==> src/rtl/a2d_sequencer.sv <==
// a2d_sequencer
//   Runs one A2D conversion per nxt request through the SPI master, stepping
//   round-robin through left load cell, right load cell, steering pot and
//   battery. Each conversion is two SPI transactions: the first starts the
//   conversion on the selected channel, the second reads the result back.
//
// Ports
//   clk        : system clock
//   rst_n      : asynchronous active-low reset
//   nxt        : start conversion of the current round-robin channel
//   wrt        : one-clock pulse starting an SPI transaction (combinational)
//   cmd        : command word to the SPI master
//   done       : SPI transaction complete pulse
//   rd_data    : SPI read data, valid while done=1
//   lft_ld     : latest left load cell result
//   rght_ld    : latest right load cell result
//   steer_pot  : latest steering pot result
//   batt       : latest battery result
//   round_done : one-clock pulse after the battery result is stored
//   err        : one-clock pulse on SPI transaction timeout
module a2d_sequencer #(
    parameter logic [2:0]  CH_LFT     = 3'd0,
    parameter logic [2:0]  CH_RGHT    = 3'd4,
    parameter logic [2:0]  CH_STEER   = 3'd5,
    parameter logic [2:0]  CH_BATT    = 3'd6,
    parameter logic [15:0] TMO_CYCLES = 16'd4096
) (
    input  logic        clk,
    input  logic        rst_n,
    input  logic        nxt,
    output logic        wrt,
    output logic [15:0] cmd,
    input  logic        done,
    input  logic [15:0] rd_data,
    output logic [11:0] lft_ld,
    output logic [11:0] rght_ld,
    output logic [11:0] steer_pot,
    output logic [11:0] batt,
    output logic        round_done,
    output logic        err
);

    typedef enum logic [1:0] {IDLE, CNV, READ} state_t;

    state_t      state_q, state_d;
    logic [1:0]  robin_q, robin_d;
    logic [15:0] tmo_cnt_q, tmo_cnt_d;
    logic        round_done_q, round_done_d;
    logic        err_q, err_d;
    logic [11:0] lft_ld_q, rght_ld_q, steer_pot_q, batt_q;
    logic        store;          // READ completed: capture into robin's register
    logic [2:0]  chnl;

    // Upper nibble of the SPI word carries no conversion data.
    logic [3:0]  unused_rd_hi;
    assign unused_rd_hi = rd_data[15:12];

    always_comb begin
        unique case (robin_q)
            2'd0:    chnl = CH_LFT;
            2'd1:    chnl = CH_RGHT;
            2'd2:    chnl = CH_STEER;
            default: chnl = CH_BATT;
        endcase
    end

    // robin only moves at the end of READ, so cmd holds for the whole conversion.
    assign cmd = {2'b00, chnl, 11'h000};

    always_comb begin
        state_d      = state_q;
        robin_d      = robin_q;
        tmo_cnt_d    = tmo_cnt_q;
        round_done_d = 1'b0;
        err_d        = 1'b0;
        wrt          = 1'b0;
        store        = 1'b0;
        unique case (state_q)
            IDLE: begin
                // done arriving here is stale and is deliberately ignored.
                if (nxt) begin
                    wrt       = 1'b1;
                    tmo_cnt_d = 16'd0;
                    state_d   = CNV;
                end
            end
            CNV: begin
                if (done) begin
                    // Read transaction launched back-to-back with conversion end.
                    wrt       = 1'b1;
                    tmo_cnt_d = 16'd0;
                    state_d   = READ;
                end else if (tmo_cnt_q == TMO_CYCLES - 16'd1) begin
                    err_d   = 1'b1;
                    state_d = IDLE;
                end else begin
                    tmo_cnt_d = tmo_cnt_q + 16'd1;
                end
            end
            READ: begin
                if (done) begin
                    store        = 1'b1;
                    robin_d      = robin_q + 2'd1;
                    round_done_d = (robin_q == 2'd3);
                    state_d      = IDLE;
                end else if (tmo_cnt_q == TMO_CYCLES - 16'd1) begin
                    err_d   = 1'b1;
                    state_d = IDLE;
                end else begin
                    tmo_cnt_d = tmo_cnt_q + 16'd1;
                end
            end
            default: state_d = IDLE;
        endcase
    end

    always_ff @(posedge clk or negedge rst_n) begin
        if (!rst_n) begin
            state_q      <= IDLE;
            robin_q      <= 2'd0;
            tmo_cnt_q    <= 16'd0;
            round_done_q <= 1'b0;
            err_q        <= 1'b0;
        end else begin
            state_q      <= state_d;
            robin_q      <= robin_d;
            tmo_cnt_q    <= tmo_cnt_d;
            round_done_q <= round_done_d;
            err_q        <= err_d;
        end
    end

    always_ff @(posedge clk or negedge rst_n) begin
        if (!rst_n) begin
            lft_ld_q    <= 12'h000;
            rght_ld_q   <= 12'h000;
            steer_pot_q <= 12'h000;
            batt_q      <= 12'h000;
        end else if (store) begin
            unique case (robin_q)
                2'd0:    lft_ld_q    <= rd_data[11:0];
                2'd1:    rght_ld_q   <= rd_data[11:0];
                2'd2:    steer_pot_q <= rd_data[11:0];
                default: batt_q      <= rd_data[11:0];
            endcase
        end
    end

    assign lft_ld     = lft_ld_q;
    assign rght_ld    = rght_ld_q;
    assign steer_pot  = steer_pot_q;
    assign batt       = batt_q;
    assign round_done = round_done_q;
    assign err        = err_q;

endmodule

==> config.mk <==
export PLATFORM = sky130hd
export DESIGN_NAME = a2d_sequencer
export DESIGN_NICKNAME = d
export VERILOG_FILES = /design/src/rtl/a2d_sequencer.sv
export SDC_FILE = /design/constraint.sdc
export NUM_CORES = 1
export LEC_CHECK = 0
export BUFFER_PORTS_ARGS = -buffer_cell sky130_fd_sc_hd__buf_2
export CAP_MARGIN = 20
export CORE_UTILIZATION = 53
export CTS_CLUSTER_SIZE = 16
export DETAILED_ROUTE_END_ITERATION = 6
export GPL_ROUTABILITY_DRIVEN = 0
export GPL_TIMING_DRIVEN = 1
export PLACE_DENSITY = 0.84
export REMOVE_ABC_BUFFERS = 1
export SLEW_MARGIN = 10
export SYNTH_ARGS = -nofsm -noshare
export SYNTH_HDL_FRONTEND = slang
export SYNTH_SLANG_ARGS = --single-unit
==> constraint.sdc <==
create_clock -name clk -period 2.5 [get_ports clk]
set_input_delay 0.125 -clock clk [delete_from_list [all_inputs] [get_ports clk]]
set_output_delay 0.125 -clock clk [all_outputs]
set_load 0.005 [all_outputs]
==> results of run 1 <==
[metrics by stage]
| stage | utilization, % | total power, mW | hold WS (ns) | worst slack (ns) |
|---|---|---|---|---|
| 3_5_place_dp | 63.0 | 3.35 | 0.232 | 0.234 |
| 2_1_floorplan | - | 2.56 | -0.171 | -0.281 |
| 5_1_grt | 67.5 | 4.78 | 0.0621 | 0.0586 |
| 4_1_cts | 67.3 | 4.54 | 0.0407 | 0.202 |
| 6_report | 67.5 | 4.57 | 0.0496 | 0.214 |
| 3_3_place_gp | 62.8 | 3.21 | 0.227 | 0.222 |
[worst min path at each step]
stage / from / end / cells after the start
4_1_cts: rd_data[4] / rght_ld[4]$_DFFE_PN0P_ / 2
3_3_place_gp: rst_n / err$_DFF_PN0_ / 1
2_1_floorplan: rst_n / batt[0]$_DFFE_PN0P_ / 0
6_report: rd_data[4] / rght_ld[4]$_DFFE_PN0P_ / 2
3_5_place_dp: rst_n / err$_DFF_PN0_ / 1
5_1_grt: rd_data[9] / lft_ld[9]$_DFFE_PN0P_ / 2
[worst register-to-register path, cell delays in order, from the launching register on]
cell	delay (ns)
dfrtp_1	0.41
inv_1	0.09
ha_1	0.24
buf_4	0.18
nand2_1	0.21
o311ai_4	0.24
buf_6	0.21
or4_1	0.46
a21oi_1	0.16
[what timing repair did]
action | 4_1_cts | 5_1_grt
endpoints found under the hold margin | 32 | 0
gates resized for setup | 0 | 1
endpoints found under the setup margin | 0 | 1
hold buffers | 1 | 0
[area by class of cell]
cell class,count,area (µm²),area share (%)
clock buffer,9,124,3.08
inverter,9,33.8,0.841
tap,75,93.8,2.34
clock inverter,7,120,2.99
sequential,70,1750,43.6
multi-input combinational,180,1430,35.6
timing repair buffer,84,464,11.6
[cells in the final DEF, fill, tap and decap left out, types with 2 or more instances in the layout]
cell        n
clkbuf_8    9
conb_1     13
mux2i_1     5
o21ai_0     8
mux2_2     49
or4_4       2
and3_1      2
buf_2      69
a21o_1      4
ha_1       10
nand3_1    10
o41ai_1     2
nor4_1      5
buf_4      13
dfrtp_1    70
a21oi_1    11
bufinv_16   3
nand2_1    10
nand4_1     6
inv_1       9
nor2_1      7
or4_1       7
o31ai_1     5
nor2b_1     2
[where the power goes]
| part | leakage [nW] | internal, mW | total [mW] | switching, mW |
|---|---|---|---|---|
| sequential | 0.920 | 1.53 | 1.80 | 0.265 |
| clock | 0.120 | 0.666 | 1.13 | 0.465 |
| combinational | 0.947 | 0.831 | 1.64 | 0.805 |
| total | 1.99 | 3.03 | 4.57 | 1.54 |
[cell families after synthesis]
group,synth area share (%)
flip-flops,53.0
adder cells (fa/ha/maj),3.79
buffers and inverters,5.57
XOR/XNOR,0.265
multiplexers,18.2
other,0.114
AND/OR/NAND/NOR,10.6
AO/OA/AOI/OAI,8.45
[state kept, by name, summed over array words and instances (netlist names)]
register,flops
rght_ld,12
batt,12
steer_pot,12
round_done,1
robin_q,2
state_q,2
err,1
lft_ld,12
tmo_cnt_q,16
[metal layers]
| layer | up-vias | global-route usage [%] | routed length (µm) |
|---|---|---|---|
| li1 | 1132 | - | - |
| met4 | 0 | 12.5 | 197 |
| met2 | 88 | 44.8 | 4040 |
| met3 | 18 | 6.40 | 441 |
| met1 | 1238 | 31.1 | 3240 |
| met5 | - | 0 | 0 |
==> results_dict.tcl, run 1 <==
set metrics [dict create \
    ys_warn_count 0 \
    yosysMostFrequentCell "dfrtp_1" \
    n_antenna_cell 0 \
    synthCells 271 \
    die_area_mm2 0.00655 \
    timing.rr.end "tmo_cnt_q[3]$_DFFE_PN0P_" \
    dp_hpwl_mm 5.01 \
    root_buffer "clkbuf_8" \
    cap_violations 0 \
    htreeDepth 3 \
    wire_per_inst_um 18.3 \
    final_area_mm2 0.00402 \
    regToRegSetupSlack_ns 0.21 \
    area_growth_pct 21.6 \
    power_density_mw_per_mm2 1140 \
    cp-endpoint "tmo_cnt_q[3]$_DFFE_PN0P_" \
    crit_path_max_incr_delay_ns 0.46 \
    critPathKind "register to register" \
    die_x_um 80.9 \
    fp.coreArea_mm2 0.00596 \
    synth_seq_cells 70 \
    portBuffers 69 \
    fin_nets 384 \
    ys.flop_type "dfrtp_1" \
    wl_mm 7.92 \
    drtIter0Drc 92 \
    crit_path_end_kind "register" \
    clock_path_buffers 2 \
    synth_edf_count 0 \
    slew_headroom_pct 50.3 \
    syn_avg_cell_area_um2 12.2 \
    cp-start-kind "register" \
    drc 0 \
    synth_area_mm2 0.00330 \
    ys_async_sr_fraction_pct 100 \
    synth_commonest_cells "dfrtp_1 (70), mux2_2 (49), buf_4 (14)" \
    rsz0062_at_grt "false" \
    postCtsSetupBuffers 0 \
    reg2reg_depth 8 \
    finalCriticalPeriod_ns 2.29 \
    clk_pin_slew_ns 0.08 \
    vias_per_cell 5.71 \
    clkSinkCount 70 \
    clock_latency_ns 0.35 \
    ir_worst_vdd_mv 0.849 \
    ys_types 46 \
    hold_class "input port to register" \
    crit_cells 8 \
    finalCritPeriodShare_pct 91.4 \
    antenna_left 0 \
    cts_buffers 9 \
    dr_total_vias 2476 \
    detail_route.first_pass.iterations 4 \
    tightest_slew_ns 0.745 \
    setup_tns_ns 0 \
    grt_max_degree 35 \
    io_pins 87 \
    required_ns 2.77 \
    setup_viol 0 \
    grt_pass1_vias 2577 \
    crit_family "simple AND/OR/NAND/NOR gates" \
    crit_chain "inv_1, ha_1, buf_4, nand2_1, o311ai_4, buf_6, or4_1, a21oi_1" \
    fp.dieH_um 80.9 \
    cts_tree "yes" \
    status "completed" \
    grt_pass1_wl_mm 12.8 \
    hold_violations 0 \
    synth_top_area_share_pct 53.0 \
    fillers 405 \
    placed_area_mm2 0.00375 \
    leakagePower_nw 1.99 \
    critPathArrivalTime_ns 2.56 \
    synth.area.top_cells "dfrtp_1 (53%), mux2_2 (17%), ha_1 (3.8%)" \
    crit_start "state_q[0]$_DFFE_PN0P_" \
    crit_buf_inv 3 \
    drive_above_1_share_pct 42.9 \
    synth_top_cell_by_area "dfrtp_1" \
    final_cells 434 \
    overflow 0 \
    place_inst 417 \
    r2r_start "state_q[0]$_DFFE_PN0P_" \
    antenna_found_initial 0 \
    critPathMaxFanout 13 \
    synth-seq-area-share_pct 53.0 \
    fin_worst_skew_ns 0.00988 \
    finalMaxSlewViolations 0 \
    start_util_pct 55.5 \
    rows 28 \
    slowest_stage "or4_1" \
    grtUsageTotal_pct 26.3 \
    max_freq_mhz 438 \
]
No activity file was read; power rests on OpenSTA's default activity.
==> run 2: changes to the inputs <==
--- a/config.mk
+++ b/config.mk
@@ -5,14 +5,15 @@
 export SDC_FILE = /design/constraint.sdc
 export NUM_CORES = 1
 export LEC_CHECK = 0
+export ABC_AREA = 1
 export BUFFER_PORTS_ARGS = -buffer_cell sky130_fd_sc_hd__buf_2
 export CAP_MARGIN = 20
-export CORE_UTILIZATION = 53
+export CORE_UTILIZATION = 48
 export CTS_CLUSTER_SIZE = 16
 export DETAILED_ROUTE_END_ITERATION = 6
 export GPL_ROUTABILITY_DRIVEN = 0
 export GPL_TIMING_DRIVEN = 1
-export PLACE_DENSITY = 0.84
+export PLACE_DENSITY = 0.8
 export REMOVE_ABC_BUFFERS = 1
 export SLEW_MARGIN = 10
 export SYNTH_ARGS = -nofsm -noshare
==> constraint.sdc (replaced) <==
create_clock -name clk -period 2.05 [get_ports clk]
set_input_delay 0.1025 -clock clk [delete_from_list [all_inputs] [get_ports clk]]
set_output_delay 0.1025 -clock clk [all_outputs]
set_load 0.005 [all_outputs]
==> run 2 against run 1 <==
Area after synthesis grew 0.87%. First-iteration DRC count grew 120%. Utilization shrank 6.9 points. Via count grew 13%. Largest power group unchanged.
==> results_dict.tcl, run 2 <==
set metrics [dict create \
    ys_types 22 \
    die_area_mm2 0.00728 \
    slowest_stage "dfrtp_1" \
    crit_path_max_incr_delay_ns 0.39 \
    crit_buf_inv 2 \
    power_density_mw_per_mm2 1340 \
    hold_violations 0 \
    leakagePower_nw 2.11 \
    die_x_um 85.3 \
    hold_class "input port to register" \
    cts_tree "yes" \
    finalCritPeriodShare_pct 91.7 \
    overflow 0 \
    drc 0 \
    critPathKind "register to register" \
    ys.flop_type "dfrtp_1" \
    rows 29 \
    fin_nets 504 \
    finalMaxSlewViolations 0 \
    synth_edf_count 0 \
    dp_hpwl_mm 4.91 \
    crit_cells 9 \
    fp.coreArea_mm2 0.00653 \
    largest-register "tmo_cnt_q" \
    synth-seq-area-share_pct 52.6 \
    cp-start-kind "register" \
    grt_pass1_wl_mm 11.9 \
    cp_common_cell "inv_1" \
    io_pins 87 \
    critPathArrivalTime_ns 2.14 \
    antenna_left 0 \
    critPathMaxFanout 16 \
    setup_viol 0 \
    wire_per_inst_um 12.5 \
    drive_above_1_share_pct 22.2 \
    start_util_pct 51.0 \
    area_growth_pct 18.7 \
    fillers 580 \
    synthCells 397 \
    clock_path_buffers 2 \
    fin_worst_skew_ns 0.00502 \
    place_inst 537 \
    max_freq_mhz 532 \
    largest_reg_flops 16 \
    setup_tns_ns 0 \
    slew_headroom_pct 62.5 \
    required_ns 2.31 \
    clk_pin_slew_ns 0.08 \
    cts_buffers 9 \
    synth_seq_cells 70 \
    detail_route.first_pass.iterations 4 \
    wl_mm 6.96 \
    cap_violations 0 \
    final_cells 555 \
    ys_async_sr_fraction_pct 100 \
    ys_warn_count 0 \
    clock_latency_ns 0.34 \
    rsz0062_at_grt "false" \
    htreeDepth 3 \
    portBuffers 69 \
    vias_per_cell 5.03 \
    crit_family "simple AND/OR/NAND/NOR gates" \
    final_area_mm2 0.00396 \
    final_core_util_pct 60.6 \
    synth_area_mm2 0.00333 \
    grt_pass1_vias 2570 \
    status "completed" \
    crit_chain "inv_1, ha_1, inv_1, nand2_1, nor2_4, nor2_8, nand2_2, o21ai_0, nor3_1" \
    clkSinkCount 70 \
    synth_commonest_cells "nand2_1 (99), dfrtp_1 (70), o21ai_0 (54)" \
    synth_top_area_share_pct 52.6 \
    final_common_cell "nand2_1" \
    n_antenna_cell 0 \
    synth.area.top_cells "dfrtp_1 (53%), nand2_1 (11%), o21ai_0 (8.1%)" \
    cts_resized 0 \
    placed_area_mm2 0.00371 \
    grtUsageTotal_pct 20.9 \
    hold_path_depth 3 \
    drtIter0Drc 199 \
    syn_avg_cell_area_um2 8.39 \
    reg2reg_depth 9 \
    yosysMostFrequentCell "nand2_1" \
    synth_top_cell_by_area "dfrtp_1" \
    root_buffer "clkbuf_8" \
    dr_total_vias 2792 \
    grt_max_degree 27 \
    finalCriticalPeriod_ns 1.88 \
    crit_path_end_kind "register" \
    fp.dieH_um 85.3 \
    tightest_slew_ns 0.562 \
    antenna_found_initial 0 \
    final_cell_mix "nand2_1 (99), dfrtp_1 (70), buf_2 (69)" \
    ir_worst_vdd_mv 0.889 \
]
## run 2: cell types whose count changed in the layout (fill, tap and decap cells not counted), moves of 4 or more
cell / delta
nand2_1: +89
nor2_2: +6
o21ai_0: +46
nor3_1: +5
nand3_1: +10
mux2i_1: -5
nor4_1: -5
inv_1: +42
nor2_1: +22
a21o_1: -4
mux2_2: -49
or4_1: -7
o31ai_1: -5
## run 2: report_power, final
| group | total, mW | internal (mW) | switching, mW |
|---|---|---|---|
| combinational | 1.89 | 0.804 | 1.08 |
| sequential | 2.16 | 1.87 | 0.285 |
| clock | 1.23 | 0.716 | 0.517 |
## run 2: timing repair
item | CTS | global route
hold buffers | 1 | 0
setup buffers | 0 | 2
setup endpoints to repair | 0 | 1
endpoints found under the hold margin | 24 | 0
## run 2: layout make-up
| class | instances | area [µm²] | share of cell area [%] |
|---|---|---|---|
| clock buffers | 10 | 138 | 3.48 |
| well taps | 77 | 96.3 | 2.44 |
| repair buffers | 80 | 430 | 10.9 |
| clock inverters | 5 | 82.6 | 2.09 |
| flip-flops and latches | 70 | 1750 | 44.3 |
| multi-input cells | 262 | 1260 | 32.0 |
| inverters | 51 | 191 | 4.84 |
## run 2: cells by family after synthesis
kind of cell | share of synthesized area [%]
AO/OA/AOI/OAI | 9.69
XOR/XNOR | 0.263
adder cells (fa/ha/maj) | 3.76
buffers and inverters | 10.8
flip-flops | 52.6
other | 0.113
AND/OR/NAND/NOR | 22.8
## run 2: metal layers
metal | GRT usage [%] | routed length [µm]
met1 | 27.2 | 3070
met2 | 33.4 | 3290
met3 | 7.68 | 513
met4 | 5.15 | 84
met5 | 0 | 0
## run 2: path summary, 6_finish.rpt
path,start,end,slack [ns]
worst max-delay path,state_q[0]$_DFFE_PN0P_,tmo_cnt_q[12]$_DFFE_PN0P_,0.17
worst min-delay path,rd_data[4],batt[4]$_DFFE_PN0P_,0.06
worst max register to register,state_q[0]$_DFFE_PN0P_,tmo_cnt_q[12]$_DFFE_PN0P_,0.17
worst min register to register,rght_ld[1]$_DFFE_PN0P_,rght_ld[1]$_DFFE_PN0P_,0.48
max in group asynchronous,rst_n,lft_ld[7]$_DFFE_PN0P_,1.04
min in group asynchronous,rst_n,state_q[1]$_DFFE_PN0P_,0.28
## run 2: stage by stage
step	total power [mW]	worst slack (ns)	hold WS [ns]
global route	5.68	0.0582	0.0678
finish	5.28	0.171	0.0622
detailed placement	4.02	0.164	0.130
global placement	3.93	0.276	0.118
CTS	5.26	0.138	0.0583
floorplan	3.20	0.344	-0.193
## run 2: worst reg2reg max path: stages, from the launching register on
cell and delay, ns:
dfrtp_1 0.39, inv_1 0.09, ha_1 0.24, inv_1 0.09, nand2_1 0.10, nor2_4 0.19
nor2_8 0.07, nand2_2 0.28, o21ai_0 0.16, nor3_1 0.20
